--- src/rtl/des_key_sched.sv ---
// DES key schedule: PC-1 load, per-round C/D rotate, PC-2 subkey output.
// Ports: i_Clk/i_Rst_n, i_Key, i_fDecrypt, i_Start, i_fReady -> o_SubKey, o_fValid, o_Round, o_Busy, o_fDone.
module des_key_sched (
  input  logic        i_Clk,
  input  logic        i_Rst_n,
  input  logic [63:0] i_Key,
  input  logic        i_fDecrypt,
  input  logic        i_Start,
  input  logic        i_fReady,
  output logic [47:0] o_SubKey,
  output logic        o_fValid,
  output logic [3:0]  o_Round,
  output logic        o_Busy,
  output logic        o_fDone
);

  typedef enum logic [1:0] {
    IDLE = 2'd0,
    LOAD = 2'd1,
    GEN  = 2'd2
  } state_t;

  // Table entries use DES numbering: bit 1 is the MSB.
  localparam int PC1 [56] = '{
    57, 49, 41, 33, 25, 17,  9,
     1, 58, 50, 42, 34, 26, 18,
    10,  2, 59, 51, 43, 35, 27,
    19, 11,  3, 60, 52, 44, 36,
    63, 55, 47, 39, 31, 23, 15,
     7, 62, 54, 46, 38, 30, 22,
    14,  6, 61, 53, 45, 37, 29,
    21, 13,  5, 28, 20, 12,  4
  };

  localparam int PC2 [48] = '{
    14, 17, 11, 24,  1,  5,
     3, 28, 15,  6, 21, 10,
    23, 19, 12,  4, 26,  8,
    16,  7, 27, 20, 13,  2,
    41, 52, 31, 37, 47, 55,
    30, 40, 51, 45, 33, 48,
    44, 49, 39, 56, 34, 53,
    46, 42, 50, 36, 29, 32
  };

  function automatic logic [55:0] pc1(
    input logic [63:0] k
  );
    logic [55:0] o;
    logic [5:0]  ix;
    o = '0;
    for (int i = 0; i < 56; i++) begin
      ix = 6'(64 - PC1[i]);
      o[55-i] = k[ix];
    end
    return o;
  endfunction

  function automatic logic [47:0] pc2(
    input logic [55:0] cd
  );
    logic [47:0] o;
    logic [5:0]  ix;
    o = '0;
    for (int i = 0; i < 48; i++) begin
      ix = 6'(56 - PC2[i]);
      o[47-i] = cd[ix];
    end
    return o;
  endfunction

  // Decrypt issue 0 is the unrotated PC-1 output (== C16/D16).
  function automatic logic [1:0] shamt(
    input logic       dec,
    input logic [3:0] r
  );
    if (r == 4'd0)
      return dec ? 2'd0 : 2'd1;
    if (r == 4'd1 || r == 4'd8 || r == 4'd15)
      return 2'd1;
    return 2'd2;
  endfunction

  function automatic logic [27:0] rot(
    input logic [27:0] x,
    input logic        dec,
    input logic [1:0]  n
  );
    logic [27:0] o;
    o = x;
    unique case (1'b1)
      (n == 2'd1 && !dec): o = {x[26:0], x[27]};
      (n == 2'd2 && !dec): o = {x[25:0], x[27:26]};
      (n == 2'd1 &&  dec): o = {x[0], x[27:1]};
      (n == 2'd2 &&  dec): o = {x[1:0], x[27:2]};
      default:             o = x;
    endcase
    return o;
  endfunction

  state_t      state_q, state_d;
  logic [55:0] cd_q, cd_d;
  logic        mode_q, mode_d;
  logic [3:0]  round_q, round_d;
  logic [47:0] key_q, key_d;
  logic        valid_q, valid_d;
  logic        done_q, done_d;
  logic        busy_q;

  logic [3:0]  nidx;
  logic [1:0]  n;
  logic [55:0] cd_rot;

  // Rotation for the subkey about to be issued.
  always_comb begin
    nidx   = (state_q == LOAD) ? 4'd0 : round_q + 4'd1;
    n      = shamt(mode_q, nidx);
    cd_rot = {rot(cd_q[55:28], mode_q, n),
              rot(cd_q[27:0],  mode_q, n)};
  end

  always_comb begin
    state_d = state_q;
    cd_d    = cd_q;
    mode_d  = mode_q;
    round_d = round_q;
    key_d   = key_q;
    valid_d = valid_q;
    done_d  = 1'b0;
    unique case (state_q)
      IDLE: begin
        if (i_Start) begin
          cd_d    = pc1(i_Key);
          mode_d  = i_fDecrypt;
          round_d = 4'd0;
          state_d = LOAD;
        end
      end
      LOAD: begin
        cd_d    = cd_rot;
        key_d   = pc2(cd_rot);
        valid_d = 1'b1;
        state_d = GEN;
      end
      GEN: begin
        if (valid_q && i_fReady) begin
          if (round_q != 4'd15) begin
            round_d = nidx;
            cd_d    = cd_rot;
            key_d   = pc2(cd_rot);
          end else begin
            valid_d = 1'b0;
            done_d  = 1'b1;
            round_d = 4'd0;
            state_d = IDLE;
          end
        end
      end
      default: state_d = IDLE;
    endcase
  end

  always_ff @(posedge i_Clk or negedge i_Rst_n) begin
    if (!i_Rst_n) begin
      state_q <= IDLE;
      cd_q    <= '0;
      mode_q  <= 1'b0;
      round_q <= '0;
      key_q   <= '0;
      valid_q <= 1'b0;
      done_q  <= 1'b0;
      busy_q  <= 1'b0;
    end else begin
      state_q <= state_d;
      cd_q    <= cd_d;
      mode_q  <= mode_d;
      round_q <= round_d;
      key_q   <= key_d;
      valid_q <= valid_d;
      done_q  <= done_d;
      busy_q  <= (state_d != IDLE);
    end
  end

  assign o_SubKey = key_q;
  assign o_fValid = valid_q;
  assign o_Round  = round_q;
  assign o_Busy   = busy_q;
  assign o_fDone  = done_q;

endmodule
--- config.mk ---
export PLATFORM = sky130hd
export DESIGN_NAME = des_key_sched
export DESIGN_NICKNAME = d
export VERILOG_FILES = /design/src/rtl/des_key_sched.sv
export SDC_FILE = /design/constraint.sdc
export NUM_CORES = 1
export LEC_CHECK = 0
export CAP_MARGIN = 20
export CORE_MARGIN = 10
export CORE_UTILIZATION = 49
export CTS_CLUSTER_SIZE = 16
export DETAILED_ROUTE_END_ITERATION = 10
export PLACE_DENSITY_LB_ADDON = 0.2
export SLEW_MARGIN = 30
export SYNTH_ARGS = -nofsm -noshare
export SYNTH_HDL_FRONTEND = slang
export SYNTH_SLANG_ARGS = --single-unit
export TNS_END_PERCENT = 20
--- constraint.sdc ---
create_clock -name i_Clk -period 3.2 [get_ports i_Clk]
set_input_delay 0.64 -clock i_Clk [delete_from_list [all_inputs] [get_ports i_Clk]]
set_output_delay 0.64 -clock i_Clk [all_outputs]
set_load 0.02 [all_outputs]
# ---- Word level (Yosys, flattened, before mapping)
# Cells that the tools add are included.
dict set report totals {
  mem_bits_ro 0
  latchBits 0
  input_bits 69
  n_memories 0
  ramBits 0
  register_bits 114
}
dict set report classes {
  n_lt_le_gt_ge 0
  add_sub_neg 1
  muxes 32
  shifts 0
  n_mul 0
  reduce_logical 19
  n_div 0
  n_bitwise 0
  eq_ne 12
}
# cell n
set op_table {}
lappend op_table {{$pmux W28 S4} 2}
lappend op_table {{$mux W56} 3}
lappend op_table {{$pmux W56 S3} 1}
lappend op_table {{$mux W48} 2}
lappend op_table {{$pmux W48 S2} 1}
lappend op_table {{$mux W4} 4}
lappend op_table {{$mux W2} 7}
lappend op_table {{$mux W1} 9}
lappend op_table {{$reduce_and A3 Y1} 3}
lappend op_table {{$eq A4 B4 Y1 const B} 2}
lappend op_table {{$ne A2 B2 Y1 const B} 4}
lappend op_table {{$pmux W4 S2} 1}
lappend op_table {{$pmux W2 S3} 1}
lappend op_table {{$reduce_bool A2 Y1} 3}
lappend op_table {{$logic_and A1 B1 Y1} 5}
lappend op_table {{$add A4 B1 Y4 const B} 1}
lappend op_table {{$eq A2 B1 Y1 const B} 2}
lappend op_table {{$eq A2 B2 Y1 const B} 2}
lappend op_table {{$eq A4 B1 Y1 const B} 1}
lappend op_table {{$logic_not A4 Y1} 1}
lappend op_table {{$ne A4 B4 Y1 const B} 1}
lappend op_table {{$reduce_and A4 Y1} 1}
lappend op_table {{$reduce_bool A3 Y1} 1}
lappend op_table {{$logic_not A2 Y1} 1}
lappend op_table {{other kinds (4)} 5}

# ---- Depth between registers and ports, before layout
# Gate-level depths: netlist of the first run.
dict set report logic_depth {
  word_depth 15
  ltp_mapped 11
  mapped_depth_nobuf 7
}

# ---- Least setup slack after synthesis of the first run
# Ideal clock, no wire load.
dict set report synth_timing {
  path_kind {reg-to-reg}
  startpoint {register round_q[0] (netlist: o_Round[0])}
  endpoint {register key_q[4] (netlist: o_SubKey[4])}
  n_path_buf 3
  synth_period_minus_slack_ns 2.565
  path_stages_with_launch 10
  t_arrival_ns 2.483
  setup_slack_ns 0.635
  path_cell_list {dfrtp_1 > ha_1 > xor2_2 > and3_1 > buf_6 > nor3_4 > buf_8 > buf_8 > mux4_2 > o211ai_2}
}
dict set report synth_between {
  elab_chain_len 15
}
# element line
set synth_rtl {}
lappend synth_rtl {{start, declared} 104} ;# logic [3:0] round_q, round_d;
lappend synth_rtl {{start signal, assigned} 177} ;# round_q <= round_d;
lappend synth_rtl {{$add A4 B1 Y4} 116} ;# nidx = (state_q == LOAD) ? 4'd0 : round_q + 4'd1;
lappend synth_rtl {{$mux W4} 116}
lappend synth_rtl {{$eq A4 B1 Y1 / $eq A4 B4 Y1 (equally long branches)} 79} ;# if (r == 4'd1 || r == 4'd8 || r == 4'd15)
lappend synth_rtl {{$logic_or A1 B1 Y1 (2 in series)} 79}
lappend synth_rtl {{$mux W1 (2 in series)} 79}
lappend synth_rtl {{$mux W2} 81} ;# return 2'd2;
lappend synth_rtl {{$mux W2} 79}
lappend synth_rtl {{$eq A2 B2 Y1 / $eq A2 B1 Y1 (equally long branches)} -}
lappend synth_rtl {{$logic_and A1 B1 Y1, on equally long branches} -}
lappend synth_rtl {{$pmux W28 S4} 91} ;# unique case (1'b1)
lappend synth_rtl {{$mux W48} 147} ;# if (round_q != 4'd15) begin
lappend synth_rtl {{$mux W48} 146} ;# if (valid_q && i_fReady) begin
lappend synth_rtl {{$pmux W48 S2} 130} ;# unique case (state_q)
lappend synth_rtl {{end signal, assigned} 178} ;# key_q <= key_d;
lappend synth_rtl {{end, declared} 105} ;# logic [47:0] key_q, key_d;
# Parallel ways exist; a longest one is shown, timed or not. The select of a mux whose other input is x is not followed.
# A chain may end at the register's enable or synchronous reset.

# ---- Worst setup path after layout of the first run
dict set report layout_timing {
  startpoint {register round_q[0] (netlist: o_Round[0])}
  endpoint {register key_q[2] (netlist: o_SubKey[2])}
}
# The elaborated chain is that of the path after synthesis.

==> results of run 1 <==
## power breakdown
part	switching, mW	internal (mW)
Clock	0.660	1.24
Sequential	0.629	2.18
Combinational	4.38	3.45
Total	5.67	6.86
## cell usage after synthesis (9+ instances only)
library cell	instances	share of area
inv_1	58	0.030
nand2_1	66	0.034
o21ai_0	23	0.016
and2_1	9	0.0077
clkbuf_1	56	0.029
nand3_1	45	0.031
a221oi_1	56	0.067
o211ai_1	21	0.022
and4_1	48	0.058
mux2i_1	9	0.012
o21ai_1	21	0.014
o211ai_2	20	0.034
dfrtp_1	114	0.39
mux4_2	48	0.15
## routing by layer
layer / GRT usage / up-vias
met2: 0.372 / 385
li1: - / 2864
met1: 0.274 / 3333
met5: 0 / -
met4: 0.0758 / 0
met3: 0.0671 / 41
## state kept, by name, indices dropped and copies added (netlist names)
signal	flops
state_q	2
mode_q	1
cd_q	56
o_fDone	1
o_Round	4
o_SubKey	48
o_Busy	1
o_fValid	1
## area by class of cell
cell class / instances / area, sq um
clock buffer: 25 / 505
clock inverter: 5 / 75.1
fill: 1148 / 5260
inverter: 58 / 218
multi-input combinational: 448 / 3950
sequential: 114 / 2850
tap: 184 / 230
timing repair buffer: 142 / 1430
## layout by cell type (no fill, tap or decap), types with 5 or more instances in the layout
cell type	count
clkdlybuf4s50_1	114
mux2i_1	8
o21ai_1	20
buf_12	5
and2_1	9
and4_1	48
clkbuf_16	17
a21bo_2	7
o211ai_1	21
a31o_2	7
nand3_1	45
o221ai_1	8
buf_4	22
clkbuf_8	5
nand2_1	65
o211ai_2	20
o21ai_0	23
mux4_2	48
nor4_1	8
nor2_1	6
o31ai_1	8
a221oi_1	56
dfrtp_1	113
inv_1	58
ha_1	5
## kinds of logic after synthesis
kind of cell / count (synthesis)
adder cells (fa/ha/maj): 5
flip-flops: 114
XOR/XNOR: 1
buffers and inverters: 127
AO/OA/AOI/OAI: 182
multiplexers: 59
AND/OR/NAND/NOR: 201
## path summary, 6_finish.rpt
kind	cells past startpoint	endpoint	slack, ns
worst max-delay path	7	o_SubKey[2]	0.35
worst max register to register	7	o_SubKey[2]	0.35
worst min-delay path	1	o_SubKey[6]	0.30
max in group asynchronous	2	mode_q	2.07
worst min register to register	2	o_SubKey[4]	0.50
min in group i_Clk	2	o_SubKey[4]	0.50
## through the flow
step	hold WS, ns	power, mW	area (sq um)	setup slack [ns]
after floorplan	0.344	8.05	7270	0.635
after global placement	0.482	10.3	8660	0.213
after detailed placement	0.488	10.6	8690	0.284
after CTS	0.343	12.5	9270	0.355
after global routing	0.352	13.3	9270	0.186
final	0.301	12.5	9270	0.347
## worst reg2reg max path: cells and delay by family, from the launching register on
family / cells / cell delay, ns
AO/OA/AOI/OAI: 1 / 0.26
XOR/XNOR: 1 / 0.21
adder cells (fa/ha/maj): 1 / 0.31
buffers and inverters: 1 / 0.25
flip-flops: 1 / 0.45
multiplexers: 1 / 0.57
AND/OR/NAND/NOR: 2 / 0.70
==> summary.txt, run 1 <==
Antenna Diode Count -> 0
Drt pass-1 iters -> 9
Worst path slowest cell -> mux4_2
Maximum VDD drop -> 0.000726 V
PwrDens -> 1350 nW/um^2
Post-synthesis mux area share -> 0.164
Yosys cell types -> 48
Post-Syn Nets -> 763
Via density per instance -> 6.79
Sequential area share after synthesis -> 0.392
Total gr overflow -> 0
Final wirelength -> 22,800 um
CP startpoint -> o_Round[0]
Nature of the critical path endpoint -> register
Final period util -> 0.892
First-pass GRT wire length -> 36,300 um
Area Growth Syn to Fin -> 27.5%
WL per Instance -> 23.4 um
Post-route insts no fill -> 976
Post-synthesis compound-gate area fraction -> 0.201
Post-layout util -> 0.638
CP cell instances -> ha_1 -> xor2_2 -> and3_1 -> nor3_4 -> buf_12 -> mux4_2 -> a31o_2
Post-Synth XOR/XNOR Area -> 0.00224
CTS Hold Buffers Added -> 0
Met2 wire length -> 11,400 um
Initial antenna violation count -> 0
Post-Route Skew -> 0.00627 ns
Synth Area in Adders -> 0.00861
Routed wl met3 -> 2090 um
Fraction of registers with async set/reset -> 1.00
1st-iter DRT viols -> 792
Combinational family with the most area after synthesis -> compound AO/OA/AOI/OAI gates
Total CTS buffers -> 17
Hold Fails Final Rpt -> 0
CTS tree -> done
Outcome -> complete, no violations
Mean Syn Cell Area -> 10.6 sq um
H-Tree Level Count -> 4
Placed Instances -> 946
Max-slew violations -> 0
Fmax -> 350 MHz
CP Class -> register to register
Crit path arrival time -> 3.17 ns
WP data required -> 3.51 ns
CP Launch Type -> register
Crit path max-delay family -> simple AND/OR/NAND/NOR gates
# DRC -> 0
Clock sinks -> 114
Final setup fails -> 0
EDFF count, synth -> 0
Clock slew seen by the registers of the worst setup and hold paths -> 0.05 ns
Unrepaired setup endpoints after global routing -> false
DR top layer -> met4
I/O Pins -> 124
Buf+Inv Stages, Crit Path -> 1
GR Util All Layers -> 0.225
IO Port Bufs -> 115
Nets@finish -> 855
Root Buffer -> clkbuf_16
Syn Std Cell Area -> 7270 sq um
Leak Pwr -> 3.73 nW
Largest net degree at the start of global routing -> 67
Most used DFF post-synth -> dfrtp_1
Clock buffer depth -> 2
Fraction of layout cells with a size suffix above 1 -> 0.189
Skew-Pair Late Insertion Delay -> 0.42 ns
Die width -> 142 um
Slew @ Worst Pin -> 0.871 ns
CP Max Fanout -> 24
Setup Fix Bufs, Post-CTS -> 0
Die outline height -> 142 um
Vias -> 6,623
Worst r2r src -> o_Round[0]
Total core area -> 14,500 sq um
Starting density of the core -> 0.500
Slowest Stage Delay on Critical Path -> 0.55 ns
Yosys warnings -> 0
Post-route ant nets -> 0
Cells after Synth -> 689
FP Rows -> 44
Hold Crit Class -> input port to async pin
DP HPWL -> 15,100 um
Yosys reg bits -> 114
Crit path time final -> 2.85 ns
Number of global-route vias before repair -> 6,710
Aggregate negative setup slack -> 0 ns
Cts repair resizes -> 0
DRT met1 WL -> 8840 um
MaxCap Viol Count -> 0
Slew HR -> 0.419
Synth Area in Simple Gates -> 0.160
GP Congestion -> 0.899
Die area -> 20,100 sq um
Note: power is estimated with default switching activity, not from simulation.
==> run 2, diff against run 1 <==
--- a/config.mk
+++ b/config.mk
@@ -8,6 +8,7 @@
 export CAP_MARGIN = 20
 export CORE_MARGIN = 10
 export CORE_UTILIZATION = 49
+export CTS_CLUSTER_DIAMETER = 200
 export CTS_CLUSTER_SIZE = 16
 export DETAILED_ROUTE_END_ITERATION = 10
 export PLACE_DENSITY_LB_ADDON = 0.2
==> constraint.sdc (replaced) <==
create_clock -name i_Clk -period 3.5 [get_ports i_Clk]
set_input_delay 0.7 -clock i_Clk [delete_from_list [all_inputs] [get_ports i_Clk]]
set_output_delay 0.7 -clock i_Clk [all_outputs]
set_load 0.02 [all_outputs]
==> run 2 against run 1 <==
Critical path depth is the same. Total power shrank 9.2%. Worst setup slack gained 0.19 ns. Fmax shrank 3.7%. Flip-flop and latch count is the same. Clock power shrank 13%. Count of clock-buffer cells in the layout grew 2. Sequential share of layout area grew 0.12 points. Cell area shrank 0.38%. Highest routed layer unchanged.
==> summary.txt, run 2 (synthesis results as in run 1) <==
Outcome -> complete, no violations
Hold Crit Class -> input port to async pin
Gr busiest metal -> met2
Antenna Diode Count -> 0 (unchanged)
Reg2Reg Depth -> 7 (unchanged)
I/O Pins -> 124 (unchanged)
Starting density of the core -> 0.500 (unchanged)
Reg2reg setup slack -> 0.54 ns (+0.19 ns)
Max-slew violations -> 0 (unchanged)
Total gr overflow -> 0 (unchanged)
GR Util All Layers -> 0.231 (+0.00593)
Maximum VDD drop -> 0.000642 V (-12%)
IO Port Bufs -> 115 (unchanged)
PwrDens -> 1230 nW/um^2 (-8.9%)
Aggregate negative setup slack -> 0 ns (unchanged)
Most frequent cells in the layout -> clkdlybuf4s50_1, dfrtp_1, nand2_1
Crit path time final -> 2.96 ns (+0.110 ns)
WP data required -> 3.82 ns (+0.31 ns)
Nets@finish -> 859 (+0.47%)
Unrepaired setup endpoints after global routing -> false
Via density per instance -> 6.78 (about the same)
Number of global-route vias before repair -> 6,774 (+0.95%)
GR Util met2 -> 0.370 (-0.00195)
CTS tree -> done
Final wirelength -> 23,100 um (+1.2%)
Clock slew seen by the registers of the worst setup and hold paths -> 0.05 ns (about the same)
CP Max Fanout -> 49 (+100%)
Post-Route Skew -> 0.00744 ns (+0.00117 ns)
1st-iter DRT viols -> 750 (-5.3%)
H-Tree Level Count -> 4 (unchanged)
Reg2reg end -> cd_q[31]
Clock sinks -> 114 (unchanged)
Buf+Inv Stages, Crit Path -> 2 (+1)
Crit path arrival time -> 3.29 ns (+0.12 ns)
Clock buffer depth -> 2 (unchanged)
Root Buffer -> clkbuf_16
Register with the most flip-flops -> cd_q
Slew @ Worst Pin -> 0.934 ns (+0.0626 ns)
CTS Hold Buffers Added -> 0 (unchanged)
Overall power -> 11.4 mW (-9.2%)
M3 GR Usage -> 0.0711 (+0.00401)
FP Rows -> 44 (unchanged)
Fillers -> 1,170 (+1.9%)
Number of flip-flops in the largest register -> 56 (unchanged)
Final setup fails -> 0 (unchanged)
Drt pass-1 iters -> 5 (-4)
Post-route insts no fill -> 982 (+0.61%)
Total core area -> 14,500 sq um (unchanged)
Crit path max-delay family -> compound AO/OA/AOI/OAI gates
Leak Pwr -> 3.72 nW (-0.28%)
# DRC -> 0 (unchanged)
CP Class -> register to register
First-pass GRT wire length -> 37,300 um (+2.7%)
Hold Fails Final Rpt -> 0 (unchanged)
Total CTS buffers -> 17 (unchanged)
Slowest Stage Delay on Critical Path -> 0.51 ns (-0.04 ns)
Final period util -> 0.847 (-0.0451)
Die outline height -> 142 um (unchanged)
CP cell instances -> inv_1 -> ha_1 -> a21boi_1 -> nand4bb_2 -> buf_4 -> a21oi_1 -> o221ai_1
Fmax -> 338 MHz (-3.7%)
Post-route ant nets -> 0 (unchanged)
Placed Instances -> 949 (+0.32%)
Fraction of layout cells with a size suffix above 1 -> 0.192 (+0.00234)
Area Growth Syn to Fin -> 27.0%
MaxCap Viol Count -> 0 (unchanged)
DP HPWL -> 15,500 um (+2.4%)
Worst path slowest cell -> buf_4
WL per Instance -> 23.5 um (+0.57%)
Die area -> 20,100 sq um (unchanged)
Setup Fix Bufs, Post-CTS -> 0 (unchanged)
Vias -> 6,658 (+0.53%)
Slew HR -> 0.377 (-0.0417)
CP Launch Type -> register
Initial antenna violation count -> 0 (unchanged)
GP Congestion -> 0.924 (+2.8%)
Commonest non-fill, non-tap cell in the layout -> clkdlybuf4s50_1
Nature of the critical path endpoint -> register
Die width -> 142 um (unchanged)
Cts repair resizes -> 0 (unchanged)
Largest net degree at the start of global routing -> 53 (-21%)
Skew-Pair Late Insertion Delay -> 0.42 ns (about the same)
Met1 Resource Use GR -> 0.290 (+0.0154)
Worst r2r src -> state_q[0]
## run 2: worst max-delay path by stage
| stage | startpoint | cells past startpoint | slack (ns) | endpoint |
|---|---|---|---|---|
| 6_report | state_q[0] | 7 | 0.54 | cd_q[31] |
| 5_1_grt | o_Round[0] | 7 | 0.36 | cd_q[51] |
| 4_1_cts | o_Round[0] | 7 | 0.60 | cd_q[31] |
| 3_5_place_dp | i_fReady | 7 | 0.24 | cd_q[52] |
| 3_3_place_gp | i_fReady | 7 | 0.31 | cd_q[54] |
| 2_1_floorplan | o_Round[0] | 9 | 0.94 | o_SubKey[4] |
## run 2: area by class of cell
| type | instances | area [sq um] | share of cell area |
|---|---|---|---|
| multi-input cells | 448 | 3950 | 0.428 |
| flip-flops and latches | 114 | 2850 | 0.309 |
| repair buffers | 146 | 1430 | 0.154 |
| inverters | 58 | 218 | 0.0236 |
| clock inverters | 5 | 50.0 | 0.00542 |
| well taps | 184 | 230 | 0.0249 |
| clock buffers | 27 | 503 | 0.0545 |
## run 2: through the flow
step	util	area (sq um)	setup WS (ns)	hold WS [ns]
after floorplan	-	7270	0.935	0.404
after global placement	0.595	8650	0.308	0.480
after detailed placement	0.595	8650	0.242	0.486
after CTS	0.634	9210	0.604	0.361
after global routing	0.635	9240	0.360	0.374
final	0.635	9240	0.537	0.341
## run 2: report_power, final
group,leakage (nW),switching [mW],internal (mW)
combinational,2.02,4.03,3.13
sequential,1.42,0.580,2.00
clock,0.275,0.596,1.05
## run 2: metal layers
metal,wire (um),part of all wire,up-vias
met4,569,0.025,0
met5,0,0,-
met1,9080,0.39,3322
met3,2220,0.096,47
met2,11200,0.49,405
li1,-,-,2884
